`src/rtl/uart_cmd_decoder.sv`:
```
// Decodes framed UART command packets (A5, CMD, ARG [, SUM]) into game-start and paddle controls.
// Optional macro UART_CMD_CHECKSUM_EN adds a fourth SUM byte that must equal 0xA5 ^ CMD ^ ARG.
module uart_cmd_decoder #(
  parameter int TIMEOUT_CLKS = 25000,
  parameter int HOLD_CLKS    = 250000
) (
  input  logic       i_Clk,
  input  logic       i_Rst,
  input  logic       i_RX_DV,
  input  logic [7:0] i_RX_Byte,
  output logic       o_Game_Start,
  output logic       o_Paddle_Up_P1,
  output logic       o_Paddle_Dn_P1,
  output logic       o_Paddle_Up_P2,
  output logic       o_Paddle_Dn_P2,
  output logic [7:0] o_Err_Count
);

  localparam logic [7:0] SYNC_BYTE = 8'hA5;
  localparam logic [7:0] CMD_START = 8'h53;
  localparam logic [7:0] CMD_UP    = 8'h55;
  localparam logic [7:0] CMD_DN    = 8'h44;

  localparam int TO_W   = (TIMEOUT_CLKS < 2) ? 1 : $clog2(TIMEOUT_CLKS + 1);
  localparam int HOLD_W = (HOLD_CLKS < 2) ? 1 : $clog2(HOLD_CLKS + 1);

  localparam logic [TO_W-1:0]   TO_LAST   = TO_W'(TIMEOUT_CLKS - 1);
  localparam logic [HOLD_W-1:0] HOLD_LOAD = HOLD_W'(HOLD_CLKS);

`ifdef UART_CMD_CHECKSUM_EN
  typedef enum logic [2:0] {
    IDLE    = 3'd0,
    GET_CMD = 3'd1,
    GET_ARG = 3'd2,
    GET_SUM = 3'd3,
    EXEC    = 3'd4
  } t_State;
`else
  typedef enum logic [1:0] {
    IDLE    = 2'd0,
    GET_CMD = 2'd1,
    GET_ARG = 2'd2,
    EXEC    = 2'd3
  } t_State;
`endif

  t_State r_State;
  t_State w_NextState;

  logic [7:0]        r_Cmd;
  logic [7:0]        r_Arg;
  logic [TO_W-1:0]   r_ToCnt;
  logic              w_Timeout;

  logic              w_SumOk;
  logic              w_ArgOk;
  logic              w_ExecStart;
  logic              w_ExecPaddle;
  logic              w_ExecErr;

  logic              r_StartReq;
  logic              r_ErrReq;
  logic              r_P1Load;
  logic              r_P2Load;
  logic              r_LoadUp;

  logic [HOLD_W-1:0] r_Hold1;
  logic [HOLD_W-1:0] r_Hold2;
  logic              r_Dir1Up;
  logic              r_Dir2Up;

`ifdef UART_CMD_CHECKSUM_EN
  logic [7:0]        r_Sum;
`endif

  always_ff @(posedge i_Clk or posedge i_Rst) begin
    if (i_Rst) begin
      r_State <= IDLE;
    end else begin
      r_State <= w_NextState;
    end
  end

  // Every transition except EXEC->IDLE waits for a byte; a silent gap times out back to IDLE.
  always_comb begin
    w_NextState = r_State;
    w_Timeout   = 1'b0;
    case (r_State)
      IDLE: begin
        if (i_RX_DV && (i_RX_Byte == SYNC_BYTE)) begin
          w_NextState = GET_CMD;
        end
      end
      GET_CMD: begin
        if (i_RX_DV) begin
          w_NextState = GET_ARG;
        end else if (r_ToCnt == TO_LAST) begin
          w_NextState = IDLE;
          w_Timeout   = 1'b1;
        end
      end
      GET_ARG: begin
        if (i_RX_DV) begin
`ifdef UART_CMD_CHECKSUM_EN
          w_NextState = GET_SUM;
`else
          w_NextState = EXEC;
`endif
        end else if (r_ToCnt == TO_LAST) begin
          w_NextState = IDLE;
          w_Timeout   = 1'b1;
        end
      end
`ifdef UART_CMD_CHECKSUM_EN
      GET_SUM: begin
        if (i_RX_DV) begin
          w_NextState = EXEC;
        end else if (r_ToCnt == TO_LAST) begin
          w_NextState = IDLE;
          w_Timeout   = 1'b1;
        end
      end
`endif
      EXEC: begin
        w_NextState = IDLE;
      end
      default: begin
        w_NextState = IDLE;
      end
    endcase
  end

  always_ff @(posedge i_Clk or posedge i_Rst) begin
    if (i_Rst) begin
      r_Cmd <= 8'h00;
      r_Arg <= 8'h00;
    end else if (i_RX_DV) begin
      if (r_State == GET_CMD) begin
        r_Cmd <= i_RX_Byte;
      end
      if (r_State == GET_ARG) begin
        r_Arg <= i_RX_Byte;
      end
    end
  end

`ifdef UART_CMD_CHECKSUM_EN
  always_ff @(posedge i_Clk or posedge i_Rst) begin
    if (i_Rst) begin
      r_Sum <= 8'h00;
    end else if (i_RX_DV && (r_State == GET_SUM)) begin
      r_Sum <= i_RX_Byte;
    end
  end

  assign w_SumOk = (r_Sum == (SYNC_BYTE ^ r_Cmd ^ r_Arg));
`else
  assign w_SumOk = 1'b1;
`endif

  // Gap counter only runs while a packet is partially received.
  always_ff @(posedge i_Clk or posedge i_Rst) begin
    if (i_Rst) begin
      r_ToCnt <= '0;
    end else if ((r_State == IDLE) || (r_State == EXEC) || i_RX_DV || w_Timeout) begin
      r_ToCnt <= '0;
    end else begin
      r_ToCnt <= r_ToCnt + 1'b1;
    end
  end

  assign w_ArgOk      = (r_Arg == 8'h01) || (r_Arg == 8'h02);
  assign w_ExecStart  = (r_State == EXEC) && w_SumOk && (r_Cmd == CMD_START);
  assign w_ExecPaddle = (r_State == EXEC) && w_SumOk && w_ArgOk &&
                        ((r_Cmd == CMD_UP) || (r_Cmd == CMD_DN));
  assign w_ExecErr    = (r_State == EXEC) && !w_ExecStart && !w_ExecPaddle;

  // EXEC decisions are registered once more so every output moves two edges after the last byte.
  always_ff @(posedge i_Clk or posedge i_Rst) begin
    if (i_Rst) begin
      r_StartReq <= 1'b0;
      r_ErrReq   <= 1'b0;
      r_P1Load   <= 1'b0;
      r_P2Load   <= 1'b0;
      r_LoadUp   <= 1'b0;
    end else begin
      r_StartReq <= w_ExecStart;
      r_ErrReq   <= w_ExecErr || w_Timeout;
      r_P1Load   <= w_ExecPaddle && (r_Arg == 8'h01);
      r_P2Load   <= w_ExecPaddle && (r_Arg == 8'h02);
      r_LoadUp   <= (r_Cmd == CMD_UP);
    end
  end

  always_ff @(posedge i_Clk or posedge i_Rst) begin
    if (i_Rst) begin
      o_Game_Start <= 1'b0;
      o_Err_Count  <= 8'h00;
    end else begin
      o_Game_Start <= r_StartReq;
      if (r_ErrReq && (o_Err_Count != 8'hFF)) begin
        o_Err_Count <= o_Err_Count + 8'd1;
      end
    end
  end

  // A load overrides any running hold, so a reversal swaps direction on a single edge.
  always_ff @(posedge i_Clk or posedge i_Rst) begin
    if (i_Rst) begin
      r_Hold1  <= '0;
      r_Dir1Up <= 1'b0;
    end else if (r_P1Load) begin
      r_Hold1  <= HOLD_LOAD;
      r_Dir1Up <= r_LoadUp;
    end else if (r_Hold1 != '0) begin
      r_Hold1  <= r_Hold1 - 1'b1;
    end
  end

  always_ff @(posedge i_Clk or posedge i_Rst) begin
    if (i_Rst) begin
      r_Hold2  <= '0;
      r_Dir2Up <= 1'b0;
    end else if (r_P2Load) begin
      r_Hold2  <= HOLD_LOAD;
      r_Dir2Up <= r_LoadUp;
    end else if (r_Hold2 != '0) begin
      r_Hold2  <= r_Hold2 - 1'b1;
    end
  end

  assign o_Paddle_Up_P1 = (r_Hold1 != '0) &&  r_Dir1Up;
  assign o_Paddle_Dn_P1 = (r_Hold1 != '0) && !r_Dir1Up;
  assign o_Paddle_Up_P2 = (r_Hold2 != '0) &&  r_Dir2Up;
  assign o_Paddle_Dn_P2 = (r_Hold2 != '0) && !r_Dir2Up;

endmodule

```
`config.mk`:
```
export PLATFORM = sky130hd
export DESIGN_NAME = uart_cmd_decoder
export DESIGN_NICKNAME = d
export VERILOG_FILES = /design/src/rtl/uart_cmd_decoder.sv
export SDC_FILE = /design/constraint.sdc
export NUM_CORES = 1
export LEC_CHECK = 0
export BUFFER_PORTS_ARGS = -buffer_cell sky130_fd_sc_hd__buf_2
export CAP_MARGIN = 30
export CORE_ASPECT_RATIO = 0.8
export CORE_MARGIN = 2
export CORE_UTILIZATION = 30
export DETAILED_ROUTE_END_ITERATION = 10
export RECOVER_POWER = 50
export SLEW_MARGIN = 20
export SYNTH_ARGS = -nofsm -noshare
export SYNTH_HDL_FRONTEND = slang
export SYNTH_SLANG_ARGS = --single-unit
```
`constraint.sdc`:
```
create_clock -name i_Clk -period 3.8 [get_ports i_Clk]
set_input_delay 0.76 -clock i_Clk [delete_from_list [all_inputs] [get_ports i_Clk]]
set_output_delay 0.76 -clock i_Clk [all_outputs]
set_load 0.005 [all_outputs]
```
==> Yosys cells after proc, flatten, opt, wreduce, memory -nomap -nowiden <==
Index checks and enable logic that the tools add are counted.
{ "classes": {"n_addsub": 4, "eq_ne": 12, "mux": 13, "n_reduce_logical": 31} }
{ "ops": {"columns": ["cell", "n"], "rows": [
  ["$mux W18", 4],
  ["$reduce_bool A18 Y1", 2],
  ["$sub A18 B1 Y18 const B", 2],
  ["$eq A8 B7 Y1 const B", 3],
  ["$add A15 B1 Y15 const B", 1],
  ["$eq A15 B15 Y1 const B", 1],
  ["$mux W15", 1],
  ["$logic_and A1 B1 Y1", 13],
  ["$add A8 B1 Y8 const B", 1],
  ["$eq A8 B1 Y1 const B", 1],
  ["$eq A8 B2 Y1 const B", 1],
  ["$eq A8 B8 Y1 const B", 1],
  ["$mux W2", 4],
  ["$ne A8 B8 Y1 const B", 1],
  ["$pmux W2 S4", 1],
  ["$logic_or A1 B1 Y1", 6],
  ["$eq A2 B2 Y1 const B", 2],
  ["$logic_not A1 Y1", 4],
  ["$reduce_and A2 Y1", 2],
  ["$reduce_bool A2 Y1", 2],
  ["$mux W1", 3],
  ["$eq A2 B1 Y1 const B", 1],
  ["$logic_not A2 Y1", 1],
  ["$ne A2 B2 Y1 const B", 1],
  ["$reduce_or A2 Y1", 1]
]} }
{ "word_totals": {"reg_bits": 85, "word_cells": 75} }

==> Depth between registers and ports, before layout <==
{ "depth": {"word_depth": 7, "ltp_mapped": 7, "depth_no_buf": 6} }

==> Least setup slack after synthesis <==
OpenSTA, ideal clock, no wires.
{ "synth_timing": {"path_kind": "register to output", "start": "reg r_Hold1[0]", "end": "out o_Paddle_Up_P1", "t_arrival_ns": 1.873, "required_ns": 3.040, "setup_slack_ns": 1.167, "path_stages_with_launch": 8, "n_path_buf": 1, "cell_sequence": "dfrtp_1 -> inv_1 -> ha_1 -> nor3b_2 -> nand4_1 -> or2_1 -> buf_6 -> and2_1"} }
{ "synth_via": {"elab_chain_len": 2} }
{ "synth_rtl": {"columns": ["element", "line_no", "text"], "rows": [
  ["from (decl)", "67", "logic [HOLD_W-1:0] r_Hold1;"],
  ["from (signal assigned)", "216", "r_Hold1 <= r_Hold1 - 1'b1;"],
  ["$reduce_bool A18 Y1", "232", "assign o_Paddle_Up_P1 = (r_Hold1 != '0) && r_Dir1Up;"],
  ["$logic_and A1 B1 Y1", "232", null],
  ["to (decl)", "12", "output logic o_Paddle_Up_P1,"]
]} }
Every way passes these cells.

==> Worst setup path in the final report <==
Same ends and word-level chain as after synthesis.

==> flow_summary.toml <==
[outcome]
status = "finished, violations left"
violations = "capacitance limit, slew limit"

[floorplan]
die-area_mm2 = 0.01548
core_mm2 = 0.01420
ios = 24
row_count = 39
dieWidth_um = 138.6
die_y_um = 111.7
start_util = 0.3062

[grt]
grt_start_max_net_pins = 40
track_usage = 0.1241
grt-ovfl-total = 0
grt_pass1_wl_um = 15780
first_global_vias = 3225
grt_antenna_before_repair = 0

[critical_path]
worstPathMaxFanout = 9
timing.rr.start = "r_Hold1[0]"
crit_cells = 7
criticalPathCategory = "reg2out"
endpoint_kind = "primary output"
r2r_end = "r_Hold1[2]"
r2r_slack_ns = 1.32
cp_slowest_stage_delay_ns = 0.49
critPathArrivalTime_ns = 2.78
cp-endpoint = "o_Paddle_Up_P1"
worst_path_max_delay_cell = "nor3b_2"
reg2reg_depth = 6
cp_cell_sequence = "inv_1, ha_1, nor3b_2, nand4_1, or2_1, and2_1, buf_2"
cp_top_family = "simple AND/OR/NAND/NOR gates"
critPathLaunch = "r_Hold1[0]"
worst-path-buf-inv = 2
critPathLaunchType = "register"
crit_required_ns = 3.04

[placement]
portBuffers = 23
post-place-cells = 630
place.gp.congestion = 0.8301
hpwlAfterDp_um = 6349

[layout]
fillerInstances = 1430
fin_nets = 477
seq_area_mm2 = 0.002127
multiInputGateArea_mm2 = 0.002118
syn_to_final_growth_pct = 14.47
drive_gt1_frac = 0.1558
antenna_cells = 0
fin_cells = 646

[routing]
wl_per_cell_um = 14.14
firstDrtPassIters = 4
first_iter_violations = 274
vias = 3334
via_per_inst = 5.161
wl_um = 9132
drc_errors = 0
drtAntennaViolNets = 0

[synth]
seq_area_frac_synth = 0.4892
synth_edf_count = 0
syn-cell-area_mm2 = 0.004348
syn_area_per_cell_um2 = 10.14
syn-instance-count = 429
netlist.area_leader.share = 0.4892
synth_nets = 449
synth_largest_area_cell = "dfrtp_1"
ys_types = 58
yosys-top-cells-area = "dfrtp_1 (49%), mux2_2 (5.4%), nor2_1 (3.2%)"
synthFlopType = "dfrtp_1"
synthArstFlopShare = 1.000
yosys_register_bits = 85
ys_warn_count = 0

[pwr]
p_sw_mw = 1.329
p_per_area_mw_per_mm2 = 724.9
clkPwrFrac = 0.252
switching_share = 0.3683
vdd_drop_max_mv = 0.3045
seqPwrFrac = 0.426
power.internal_mw = 2.279
p_comb_frac = 0.321
power_leakage_nw = 2.091

[cts]
cts_sinks = 85
tritoncts = "done"
cts_resized = 0
cts.clk_slew.worst_paths_ns = 0.07
cts_buffer_depth = 2
clk_latency_ns = 0.34
cts_hold_buf = 0
h-tree-depth = 3
post_cts_buffers = 0
cts_buffers = 9
cts-root-buf = "clkbuf_16"

[sta]
worst_pin_slew_ns = 2.150
clock-skew-final_ns = 0.009003
finalCriticalPeriod_ns = 3.543
rsz0062_at_grt = "no"
hold_viol_final = 0
report.final.slew_viol_count = 72
relSlewSlack = -0.4333
fin_setup_tns_ns = 0
timing.final.crit_share = 0.9323
setup_viol = 0
fmax_mhz = 282.3

[min_path]
hold_path_class = "reg2reg"

[flow_run]
maxCapViolations = 2
## placed cells by master (no fill, tap or decap), drive strengths merged, types with 5 or more instances in the layout
master and count:
a211o 5, a21oi 11, and3 5, buf 24, clkbuf 12, dfrtp 85
ha 9, inv 16, mux2 23, nand2 25, nand2b 6, nand3 25
nand3b 5, nand4 15, nor2 37, nor2b 6, nor3 24, nor3b 8
nor4 12, o21ai 22, or2 7, or3 7, or4 11, xnor2 10
xor2 9
## worst min-delay path by stage
stage,end,cells past startpoint,slack (ns),from
CTS,r_LoadUp,2,0.34,i_Rst
floorplan,o_Game_Start,0,0.33,r_StartReq
global placement,o_Game_Start,0,0.34,r_StartReq
detailed placement,o_Game_Start,0,0.34,r_StartReq
global route,o_Game_Start,0,0.36,r_StartReq
finish,o_Game_Start,0,0.35,r_StartReq
## flip-flops by register name, indices dropped and copies added, names as in the netlist, 2 cells and up
name         count
o_Err_Count      8
r_Arg            8
r_Cmd            8
r_Hold1         18
r_Hold2         18
r_State          2
r_ToCnt         15
## power groups by stage
stage	logic [mW]	registers, mW	clock network [mW]
2_1_floorplan	0.938	1.45	0
3_3_place_gp	1.11	1.53	0
3_5_place_dp	1.15	1.55	0
4_1_cts	1.16	1.53	0.936
5_1_grt	1.31	1.59	0.978
6_report	1.16	1.54	0.910
## per-layer routing
metal | GRT usage | wire, µm | up-vias
met5 | 0 | 0 | -
met4 | 0.04490 | 108 | 0
met3 | 0.03054 | 320 | 12
met2 | 0.1848 | 3974 | 47
met1 | 0.1760 | 4729 | 1627
li1 | - | - | 1648
## logic make-up after synthesis
| group | share of synthesized area |
|---|---|
| AOI/OAI and AO/OA | 0.09612 |
| and+or+nand+nor | 0.2673 |
| adders and majority gates | 0.02590 |
| DFF | 0.4892 |
| buffers and inverters | 0.02360 |
| xor gates and xnor gates | 0.03827 |
| muxes | 0.05957 |
## cells in the mapped netlist, drive strengths merged (8+ instances only)
| library cell | n |
|---|---|
| ha | 9 |
| nand3 | 25 |
| nand2 | 25 |
| nand4 | 15 |
| nor2 | 37 |
| nor4 | 12 |
| xor2 | 9 |
| dfrtp | 85 |
| mux2 | 23 |
| nor3 | 24 |
| o21ai | 22 |
| nor3b | 8 |
| a21oi | 11 |
| xnor2 | 10 |
| or4 | 11 |
| inv | 16 |
## cell type report
| class | count | area share |
|---|---|---|
| flip-flops and latches | 85 | 0.4274 |
| repair buffers | 26 | 0.02614 |
| clock inverters | 6 | 0.01433 |
| well taps | 184 | 0.04625 |
| multi-input cells | 319 | 0.4256 |
| inverters | 16 | 0.01232 |
| clock buffers | 10 | 0.04801 |
## stage by stage
step / instance area (µm²) / worst slack, ns / util / power [mW] / hold slack [ns]
after floorplan: 4348 / 0.8465 / - / 2.391 / 0.3312
after global placement: 4674 / 0.8790 / 0.3292 / 2.640 / 0.3377
after detailed placement: 4674 / 0.7081 / 0.3292 / 2.697 / 0.3393
after CTS: 4985 / 0.3162 / 0.3510 / 3.626 / 0.3396
after global routing: 4977 / 0.02167 / 0.3505 / 3.884 / 0.3568
final: 4977 / 0.2571 / 0.3505 / 3.608 / 0.3535
Note: power is estimated with default switching activity, not from simulation.
